[src/rtl/chs_power_scheduler.sv]
// Channel power configuration scheduler: round-robin write arbitration with a
// power-budget check, plus a free-running channel scanner feeding the ModePower datapath.
module chs_power_scheduler #(
  parameter int unsigned SCAN_HOLD = 4
) (
  input  logic        clk,
  input  logic        rst,
  input  logic [3:0]  req,
  input  logic [31:0] req_conf,
  input  logic [5:0]  budget,
  output logic [3:0]  grant,
  output logic        ack,
  output logic        nack,
  output logic [7:0]  chs_conf,
  output logic [1:0]  chs_sel,
  output logic        slot_start,
  output logic [5:0]  total_power,
  output logic        over_budget
);

  localparam int unsigned N_CH = 4;
  localparam int unsigned CW   = 8;
  localparam int unsigned PW   = 6;
  localparam int unsigned HW   = 4;

  typedef enum logic [1:0] {IDLE, CHECK, COMMIT, REJECT} state_t;

  state_t          state, state_nxt;
  logic [CW-1:0]   cfg [N_CH];
  logic [1:0]      last_granted;
  logic [1:0]      cur_ch;
  logic [CW-1:0]   cur_conf;
  logic [1:0]      win_ch;
  logic            win_found;
  logic [PW-1:0]   new_total;
  logic            fits_budget;
  logic [3:0]      grant_nxt;
  logic            ack_nxt;
  logic            nack_nxt;
  logic [HW-1:0]   hold_cnt, hold_nxt;
  logic [1:0]      sel_nxt;

  function automatic logic [PW-1:0] contrib(input logic en, input logic [3:0] pwr);
    return en ? {2'b00, pwr} : '0;
  endfunction

  // Round-robin pick starting one past the last channel served.
  always_comb begin
    logic [1:0] idx;
    win_ch    = last_granted;
    win_found = 1'b0;
    idx       = '0;
    for (int k = 1; k <= 4; k++) begin
      idx = last_granted + 2'(k);
      if (!win_found && req[idx]) begin
        win_ch    = idx;
        win_found = 1'b1;
      end
    end
  end

  // Total cannot underflow: the old contribution is always part of total_power.
  always_comb begin
    new_total   = total_power - contrib(cfg[cur_ch][7], cfg[cur_ch][3:0])
                              + contrib(cur_conf[7], cur_conf[3:0]);
    fits_budget = (new_total <= budget);
  end

  always_comb begin
    state_nxt = state;
    grant_nxt = '0;
    ack_nxt   = 1'b0;
    nack_nxt  = 1'b0;
    case (state)
      IDLE:   if (win_found) state_nxt = CHECK;
      CHECK: begin
        grant_nxt = 4'b0001 << cur_ch;
        if (fits_budget) begin
          state_nxt = COMMIT;
          ack_nxt   = 1'b1;
        end else begin
          state_nxt = REJECT;
          nack_nxt  = 1'b1;
        end
      end
      COMMIT: state_nxt = IDLE;
      REJECT: state_nxt = IDLE;
      default: state_nxt = IDLE;
    endcase
  end

  always_ff @(posedge clk or posedge rst) begin
    if (rst) begin
      state        <= IDLE;
      grant        <= '0;
      ack          <= 1'b0;
      nack         <= 1'b0;
      last_granted <= 2'd3;
      cur_ch       <= '0;
      cur_conf     <= '0;
      total_power  <= '0;
      over_budget  <= 1'b0;
      for (int i = 0; i < int'(N_CH); i++) cfg[i] <= '0;
    end else begin
      state       <= state_nxt;
      grant       <= grant_nxt;
      ack         <= ack_nxt;
      nack        <= nack_nxt;
      over_budget <= (total_power > budget);
      if (state == IDLE && win_found) begin
        cur_ch   <= win_ch;
        cur_conf <= req_conf[{win_ch, 3'b000} +: CW];
      end
      if (state == CHECK) begin
        last_granted <= cur_ch;
        if (fits_budget) begin
          cfg[cur_ch] <= cur_conf;
          total_power <= new_total;
        end
      end
    end
  end

  // Scanner: free-running, each channel presented for SCAN_HOLD cycles.
  always_comb begin
    hold_nxt = hold_cnt + HW'(1);
    sel_nxt  = chs_sel;
    if (hold_cnt >= HW'(SCAN_HOLD - 1)) begin
      hold_nxt = '0;
      sel_nxt  = chs_sel + 2'd1;
    end
  end

  always_ff @(posedge clk or posedge rst) begin
    if (rst) begin
      hold_cnt   <= '0;
      chs_sel    <= '0;
      slot_start <= 1'b1;
      chs_conf   <= '0;
    end else begin
      hold_cnt   <= hold_nxt;
      chs_sel    <= sel_nxt;
      slot_start <= (hold_nxt == '0);
      chs_conf   <= cfg[sel_nxt];
    end
  end

endmodule

[config.mk]
export PLATFORM = sky130hd
export DESIGN_NAME = chs_power_scheduler
export DESIGN_NICKNAME = d
export VERILOG_FILES = /design/src/rtl/chs_power_scheduler.sv
export SDC_FILE = /design/constraint.sdc
export NUM_CORES = 1
export LEC_CHECK = 0
export ABC_AREA = 0
export CELL_PAD_IN_SITES_DETAIL_PLACEMENT = 0
export CELL_PAD_IN_SITES_GLOBAL_PLACEMENT = 2
export CORE_MARGIN = 1.5
export CORE_UTILIZATION = 40
export DETAILED_ROUTE_END_ITERATION = 12
export DONT_BUFFER_PORTS = 1
export MAX_ROUTING_LAYER = met4
export PLACE_DENSITY = 0.73
export RECOVER_POWER = 25
export SLEW_MARGIN = 25
export SYNTH_ARGS = -nofsm -noshare
export SYNTH_HDL_FRONTEND = slang
export SYNTH_SLANG_ARGS = --single-unit
[constraint.sdc]
create_clock -name clk -period 4.65 [get_ports clk]
set_input_delay 0.6975 -clock clk [delete_from_list [all_inputs] [get_ports clk]]
set_output_delay 0.6975 -clock clk [all_outputs]
set_load 0.05 [all_outputs]
==> run metrics, run 1 <==
largest net degree at the start of global routing 43; number of antenna diodes 0; Top FF cell, synth dfrtp_1; clock slew seen by the registers of the worst setup and hold paths 0.08 ns; post-DP HPWL 5.58 mm; max frequency 0.228 GHz; largest family of logic cells by synthesized area multiplexers; HP Class register to register; Final Hold Viols 0; RSZ-0062 raised after global routing false; Setup violations, final 0; Tcrit/Tclk final 94.3%; worst r2r path cells 15; status completed; Startpoint Class register; Root Buffer clkbuf_8; EDFF count, synth 0; vias after detailed routing 2426; share of cells above drive strength 1 27.0%; total global-route track usage 16.9%; Residual DRC 0; antenna violations before repair 0; WS Path Type register to register; CTS Buffer Depth 2; arrival time worst endpoint 4.62 ns; number of synthesized register bits 74; port bufs 0; min cycle time layout 4.39 ns; mux share of post-synthesis cell area 23.8%; chip width 103 um; leading area contributor after synthesis dfrtp_1; Starting Density 41.1%; CP Data Required Time 4.89 ns; post-synthesis simple-gate area fraction 9.83%; # rows 36; io pins 68; Worst Setup SP cur_ch[1]$_DFFE_PP0P_; Netlist cell types 48; total CTS buffers 9; WL/cell 16.7 um; Reg2Reg Setup Slack 0.26 ns; Post-Syn Area 4020 um^2; DRT antenna net count 0; fin. max-slew vios 0; Hold Path Sink hold_cnt[0]$_DFF_PP0_; number of global-route vias before repair 2470; # H-tree levels 3; worst hold stages 1; clock skew 0.00936 ns; full die area 10700 um^2; synth warn 0; Core Area 9770 um^2; grt total ovfl 0; setup TNS 0 ns; FF-to-FF End cfg[11]$_DFFE_PP0P_; Critical Path Sink Type register; starting DRC count in detailed routing 72; CP Max Fanout 8; first-pass GRT wire length 13.0 mm; nets@finish 392; RePlAce Congestion 0.800; critical path's most frequent cell ha_1; fill cell count 925; cts hold-fix bufs 0; synthesized instance count 318; slowest CP cell mux4_2; DR vias/cell 5.24; post-synthesis sequential area ratio 46.1%; Initial DRT Pass Iterations 4; clk sinks 74; reg-to-reg critical path startpoint cur_ch[1]$_DFFE_PP0P_; Slew HR 15.0%; die height 103 um; Post-Synth Adder-Cell Area 7.90%; Synth top area share 44.2%; Area contributors post-synth dfrtp_1 (44%), mux2_2 (10%), ha_1 (5.9%), mux4_1 (4.6%), mux4_2 (3.4%); max-cap viol count 0; slowest cell delay on critical path 0.55 ns; post-synthesis compound-gate area fraction 5.82%; Worst Tran Pin Value 1.27 ns; CTS tree yes; critical-path cell list mux4_2 > and2_1 > ha_1 > inv_1 > ha_1 > fa_1 > a21o_1 > a21oi_1 > xnor2_1 > ha_1 > and4_1 > and3_1 > a31o_2 > nand2_2 > mux2_2; hold path start hold_cnt[3]$_DFF_PP0_; ys async rst share 100%; Layout area overhead 9.24%; Routed WL 7.73 mm; Skew-Pair Late Insertion Delay 0.36 ns; post-synthesis xor/xnor area fraction 1.99%; syn_area_per_cell 12.6 um^2; critical path's top delay family adder cells; critical path buffer and inverter count 1
worst max-delay path by stage:
stage | to | slack [ns] | depth (start not counted)
6_report | cfg[11]$_DFFE_PP0P_ | 0.26 | 15
5_1_grt | cfg[29]$_DFFE_PP0P_ | 0.03 | 15
4_1_cts | cfg[5]$_DFFE_PP0P_ | 0.07 | 14
3_5_place_dp | cfg[6]$_DFFE_PP0P_ | 0.10 | 14
3_3_place_gp | cfg[2]$_DFFE_PP0P_ | 0.14 | 14
2_1_floorplan | cfg[0]$_DFFE_PP0P_ | 0.38 | 17
per-layer routing:
| metal | part of all wire, % | global-route usage (%) | vias up |
|---|---|---|---|
| met4 | 1.6 | 6.34 | 0 |
| met3 | 5.0 | 3.83 | 12 |
| met1 | 49 | 23.0 | 1206 |
| met2 | 44 | 24.7 | 72 |
| li1 | - | - | 1136 |
| met5 | 0 | - | - |
logic make-up after synthesis:
| group | count (synthesis) |
|---|---|
| multiplexers | 68 |
| flip-flops | 74 |
| adder cells (fa/ha/maj) | 23 |
| other | 1 |
| AND/OR/NAND/NOR | 78 |
| buffers and inverters | 37 |
| XOR/XNOR | 7 |
| AO/OA/AOI/OAI | 30 |
Yosys cell counts, drive strengths merged, types with 3 or more instances:
cell type,number
clkbuf,3
nand3,17
dfrtp,71
nor2b,3
nand2b,3
and2,6
xnor2,5
a21oi,5
dfstp,3
nor2,8
mux2,45
buf,9
mux2i,10
nand2,30
ha,19
o211ai,9
o21ai,4
mux4,13
inv,25
nor3,3
a21o,3
fa,4
cells in the final DEF (no fill, tap or decap), types with 3 or more instances in the layout:
cell	n
nor3_1	3
nor2_1	8
dfstp_2	3
mux2_2	37
nor2b_1	3
a21o_1	3
buf_4	6
mux2i_1	10
clkbuf_8	11
ha_1	19
mux2_4	8
o211ai_1	9
fa_1	4
nand3_1	17
a21oi_1	5
dfrtp_1	70
xnor2_1	4
mux4_1	7
nand2_1	26
inv_1	25
mux4_2	6
and2_1	4
nand2b_1	3
o21ai_0	4
nand2_2	4
stage by stage:
stage | instance area [um^2] | hold slack [ns] | worst slack [ns] | cells | util, %
after floorplan | 4030 | 0.422 | 0.375 | 319 | -
after global placement | 4140 | 0.441 | 0.144 | 445 | 42.4
after detailed placement | 4140 | 0.437 | 0.100 | 445 | 42.4
after CTS | 4380 | 0.360 | 0.0695 | 461 | 44.8
after global routing | 4390 | 0.481 | 0.0271 | 463 | 44.9
final | 4390 | 0.456 | 0.264 | 463 | 44.9
sequential cells by signal, summed over array words and instances, names as in the netlist:
signal and count:
cfg 32, chs_conf 8, cur_conf 8, total_power 6
grant 4, hold_cnt 4, chs_sel 2, cur_ch 2
last_granted 2, state 2, ack 1, nack 1
over_budget 1, slot_start 1
layout make-up:
class / instances / area, um^2 / area share (%)
inverter: 25 / 93.8 / 2.14
clock inverter: 5 / 85.1 / 1.94
timing repair buffer: 7 / 48.8 / 1.11
clock buffer: 11 / 151 / 3.45
multi-input combinational: 208 / 1990 / 45.3
sequential: 74 / 1860 / 42.3
tap: 133 / 166 / 3.79
timing repair:
item,CTS,global route
resized for setup,0,2
buffers inserted,0,2
setup endpoints to repair,0,38
Power of run 1 is not shown: default switching activity piles up to over one toggle a cycle in this logic, so the estimate is an artifact.
==> run 2, diff against run 1 <==
Settings changed: CTS_CLUSTER_SIZE set to 12, GPL_ROUTABILITY_DRIVEN set to 0.
Clock period 4.65 ns to 4.3 ns, I/O delays scaled along.
==> run metrics, run 2 (same netlist as run 1, synthesis figures left out) <==
Critical Path Sink Type register; max reg flops 32; number of global-route vias before repair 2383; first-pass GRT wire length 12.8 mm; Routed WL 8.23 mm; violated checks max-capacitance violations, max-slew violations; clk sinks 74; starting DRC count in detailed routing 56; top flop regs cfg (32), chs_conf (8), cur_conf (8); HP Class register to register; largest net degree at the start of global routing 45; CP Max Fanout 8; clock slew seen by the registers of the worst setup and hold paths 0.07 ns; DR vias/cell 5.14; Setup violations, final 0; Final Non-Filler Cells 480; slowest CP cell fa_1; WL/cell 17.2 um; fin. max-slew vios 45; total global-route track usage 16.8%; Initial DRT Pass Iterations 4; arrival time worst endpoint 4.43 ns; CTS Buffer Depth 2; Slew HR -30.1%; chip width 103 um; Startpoint Class register; Tcrit/Tclk final 97.5%; max-cap viol count 1; most common library cell in the layout ignoring fill and taps dfrtp_1; grt total ovfl 0; total CTS buffers 9; Layout area overhead 14.3%; DRT antenna net count 0; pre-CTS WS -0.167 ns; CP Data Required Time 4.54 ns; Residual DRC 0; max frequency 0.238 GHz; end-of-flow core utilization 47.0%; # H-tree levels 3; Root Buffer clkbuf_8; min cycle time layout 4.19 ns; PnR worst setup slack 0.107 ns; CTS tree yes; critical-path cell list buf_6 > mux4_2 > and2_1 > fa_1 > inv_1 > ha_4 > nand2_1 > o211ai_1 > a21oi_1 > xnor2_1 > ha_1 > and4_1 > and3_4 > a31o_4 > and2_4 > mux2_4; # rows 36; antenna violations before repair 0; WS Path Type register to register; share of cells above drive strength 1 34.3%; full die area 10700 um^2; Reg with most FFs cfg; Starting Density 41.1%; io pins 68; Worst Tran Pin Value 1.94 ns; Final Hold Viols 0; clock skew 0.0159 ns; vias after detailed routing 2467; nets@finish 409; most frequent cells in the layout dfrtp_1 (69), mux2_2 (37), nand2_1 (26), inv_1 (23), buf_4 (22); post-DP HPWL 5.86 mm; Skew-Pair Late Insertion Delay 0.36 ns; number of antenna diodes 0; placed cell count 460; slowest cell delay on critical path 0.53 ns; status complete, but fails checks; die height 103 um; port bufs 0; Core Area 9770 um^2
-- run 2: final timing paths --
check                      slack (ns)                          end             startpoint  cells past startpoint
max                              0.11           cfg[6]$_DFFE_PP0P_  cur_ch[0]$_DFFE_PP0P_                     16
min                              0.45        hold_cnt[0]$_DFF_PP0_  hold_cnt[0]$_DFF_PP0_                      1
max reg2reg                      0.11           cfg[6]$_DFFE_PP0P_  cur_ch[0]$_DFFE_PP0P_                     16
min reg2reg                      0.45        hold_cnt[0]$_DFF_PP0_  hold_cnt[0]$_DFF_PP0_                      1
max in group asynchronous        2.44  last_granted[0]$_DFFE_PP1P_                    rst                      2
min in group asynchronous        0.66                ack$_DFF_PP0_                    rst                      1
-- run 2: per-stage QoR --
step	setup TNS [ns]	instance area (um^2)	hold slack [ns]
3_5_place_dp	-4.70	4260	0.446
4_1_cts	0	4500	0.388
6_report	0	4600	0.454
5_1_grt	-0.764	4600	0.480
3_3_place_gp	-1.55	4260	0.440
2_1_floorplan	0	4030	0.422
-- run 2: area by class of cell --
cell class / count / area [um^2]
Clock buffer: 13 / 159
Clock inverter: 3 / 46.3
Fill cell: 927 / 5180
Inverter: 25 / 95.1
Multi-Input combinational cell: 208 / 2080
Sequential cell: 74 / 1860
Tap cell: 133 / 166
Timing Repair Buffer: 24 / 188
-- run 2: layer usage --
layer  vias to the layer above  routed length [um]  global-route usage (%)
met5                         -                   0                       -
met4                         0                 140                    6.55
met3                        12                 342                    3.49
met2                        68                3720                    23.6
met1                      1211                4030                    23.8
li1                       1176                   -                       -
-- run 2: timing repair --
| item | 4_1_cts | 5_1_grt |
|---|---|---|
| endpoints found under the setup margin | 38 | 38 |
| pin swaps | 1 | 14 |
| hold buffers | 0 | 0 |
| resized for setup | 9 | 13 |
| setup buffers | 0 | 4 |
-- run 2: critical path, delay by kind of cell, from the launching register on --
kind,cells,cell delay [ns]
buffers and inverters,2,0.20
AND/OR/NAND/NOR,5,0.82
AO/OA/AOI/OAI,3,0.52
XOR/XNOR,1,0.25
adder cells (fa/ha/maj),3,1.10
flip-flops,1,0.42
multiplexers,2,0.78
Power of run 2 is left out for the same reason.
==> run 3, diff against run 2 <==
Settings changed: CORE_UTILIZATION 40 to 30, CTS_CLUSTER_DIAMETER set to 100, PLACE_DENSITY 0.73 to 0.57.
==> run metrics, run 3 (same netlist as run 1, synthesis figures left out) <==
antenna violations before repair 0; Top Usage Layer GRT met2; grt total ovfl 0; most common library cell in the layout ignoring fill and taps dfrtp_1; WS Path Type register to register; nets@finish 413; RSZ-0062 raised after global routing true; Routed WL 8.79 mm; top flop regs cfg (32), chs_conf (8), cur_conf (8); Core Area 13100 um^2; Worst Tran Pin Value 1.40 ns; Setup violations, final 0; slowest cell delay on critical path 0.54 ns; fill cell count 1296; Final Non-Filler Cells 527; placed cell count 507; met1 Use GR 19.1%; die height 119 um; fin area 4840 um^2; Residual DRC 0; most frequent cells in the layout dfrtp_1 (70), nand2_1 (25), mux2_4 (24), inv_1 (22), buf_4 (22); starting DRC count in detailed routing 105; Starting Density 30.6%; clk sinks 74; DR vias/cell 4.72; HP Class register to register; critical-path cell list mux4_2 > buf_6 > and2_4 > fa_1 > inv_2 > ha_4 > nand2_2 > o211ai_1 > a21oi_1 > xnor2_1 > ha_1 > and4_4 > and3_4 > a31o_4 > and2_4 > mux2_4; WL/cell 16.7 um; number of global-route vias before repair 2538; Initial DRT Pass Iterations 5; io pins 68; Root Buffer clkbuf_16; Skew-Pair Late Insertion Delay 0.34 ns; dpl cell area 4370 um^2; Startpoint Class register; Slew HR 6.72%; fin. max-slew vios 0; CTS Buffer Depth 2; DRT antenna net count 0; setup TNS 0 ns; largest net degree at the start of global routing 42; post-DP HPWL 6.22 mm; number of antenna diodes 0; min cycle time layout 4.23 ns; CP Data Required Time 4.52 ns; CTS tree yes; total global-route track usage 13.8%; # H-tree levels 3; critical path's most frequent cell and2_4; Reg with most FFs cfg; slowest CP cell mux4_2; port bufs 0; Reg2Reg Setup Slack 0.07 ns; # rows 42; total CTS buffers 9; Final Hold Viols 0; M2 GR Usage 19.2%; clock slew seen by the registers of the worst setup and hold paths 0.06 ns; chip width 119 um; full die area 14100 um^2; Tcrit/Tclk final 98.4%; status completed; vias after detailed routing 2485; arrival time worst endpoint 4.45 ns; max reg flops 32; cts hold-fix bufs 0; clock skew 0.00709 ns; first-pass GRT wire length 14.4 mm; share of cells above drive strength 1 36.2%; Critical Path Sink Type register; Layout area overhead 20.4%; max-cap viol count 0; met3 Usage GRT 3.76%; CP Max Fanout 8; max frequency 0.236 GHz
[run 3: cell types whose count changed in the layout (fill, tap and decap cells not counted), sizes merged]
| cell | change |
|---|---|
| clkinv | +2 |
| clkbuf | -2 |
| inv | +1 |
| bufinv | -1 |
| buf | +4 |
[run 3: critical path: cells and delay by family, from the launching register on]
family                   cells  cell delay (ns)
AO/OA/AOI/OAI                3             0.49
XOR/XNOR                     1             0.16
adder cells (fa/ha/maj)      3             1.09
buffers and inverters        2             0.19
flip-flops                   1             0.44
multiplexers                 2             0.86
AND/OR/NAND/NOR              5             0.89
[run 3: worst paths after layout]
| check | start | end | cells past startpoint |
|---|---|---|---|
| setup / recovery | cur_ch[0]$_DFFE_PP0P_ | cfg[6]$_DFFE_PP0P_ | 16 |
| hold / removal | hold_cnt[3]$_DFF_PP0_ | hold_cnt[0]$_DFF_PP0_ | 1 |
| setup reg to reg | cur_ch[0]$_DFFE_PP0P_ | cfg[6]$_DFFE_PP0P_ | 16 |
| hold reg to reg | hold_cnt[3]$_DFF_PP0_ | hold_cnt[0]$_DFF_PP0_ | 1 |
| max in group asynchronous | rst | cur_ch[0]$_DFFE_PP0P_ | 2 |
| min in group asynchronous | rst | total_power[4]$_DFFE_PP0P_ | 1 |
[run 3: area by class of cell]
class	instances	area [um^2]	area share, %
Clock inverter	5	37.5	0.775
Clock buffer	11	243	5.01
Sequential cell	74	1860	38.3
Multi-Input combinational cell	208	2140	44.2
Inverter	25	93.8	1.94
Timing Repair Buffer	28	250	5.17
Tap cell	176	220	4.55
[run 3: through the flow]
| step | util, % | worst slack, ns | hold slack [ns] |
|---|---|---|---|
| after floorplan | - | 0.0252 | 0.422 |
| after global placement | 33.2 | -0.146 | 0.442 |
| after detailed placement | 33.2 | -0.204 | 0.459 |
| after CTS | 35.6 | 0.00128 | 0.361 |
| after global routing | 36.9 | -0.115 | 0.480 |
| final | 36.9 | 0.0687 | 0.448 |
[run 3: what timing repair did]
| item | CTS | global route |
|---|---|---|
| resized for setup | 6 | 40 |
| buffers inserted | 1 | 3 |
| setup endpoints to repair | 38 | 39 |
| pin swaps | 4 | 16 |
[run 3: routing by layer]
metal / up-vias / share of wire [%] / routed length, um
li1: 1181 / - / -
met1: 1232 / 50 / 4400
met2: 60 / 44 / 3850
met3: 12 / 4.6 / 401
met4: 0 / 1.6 / 137
met5: - / 0 / 0
Power of run 3 is left out for the same reason.
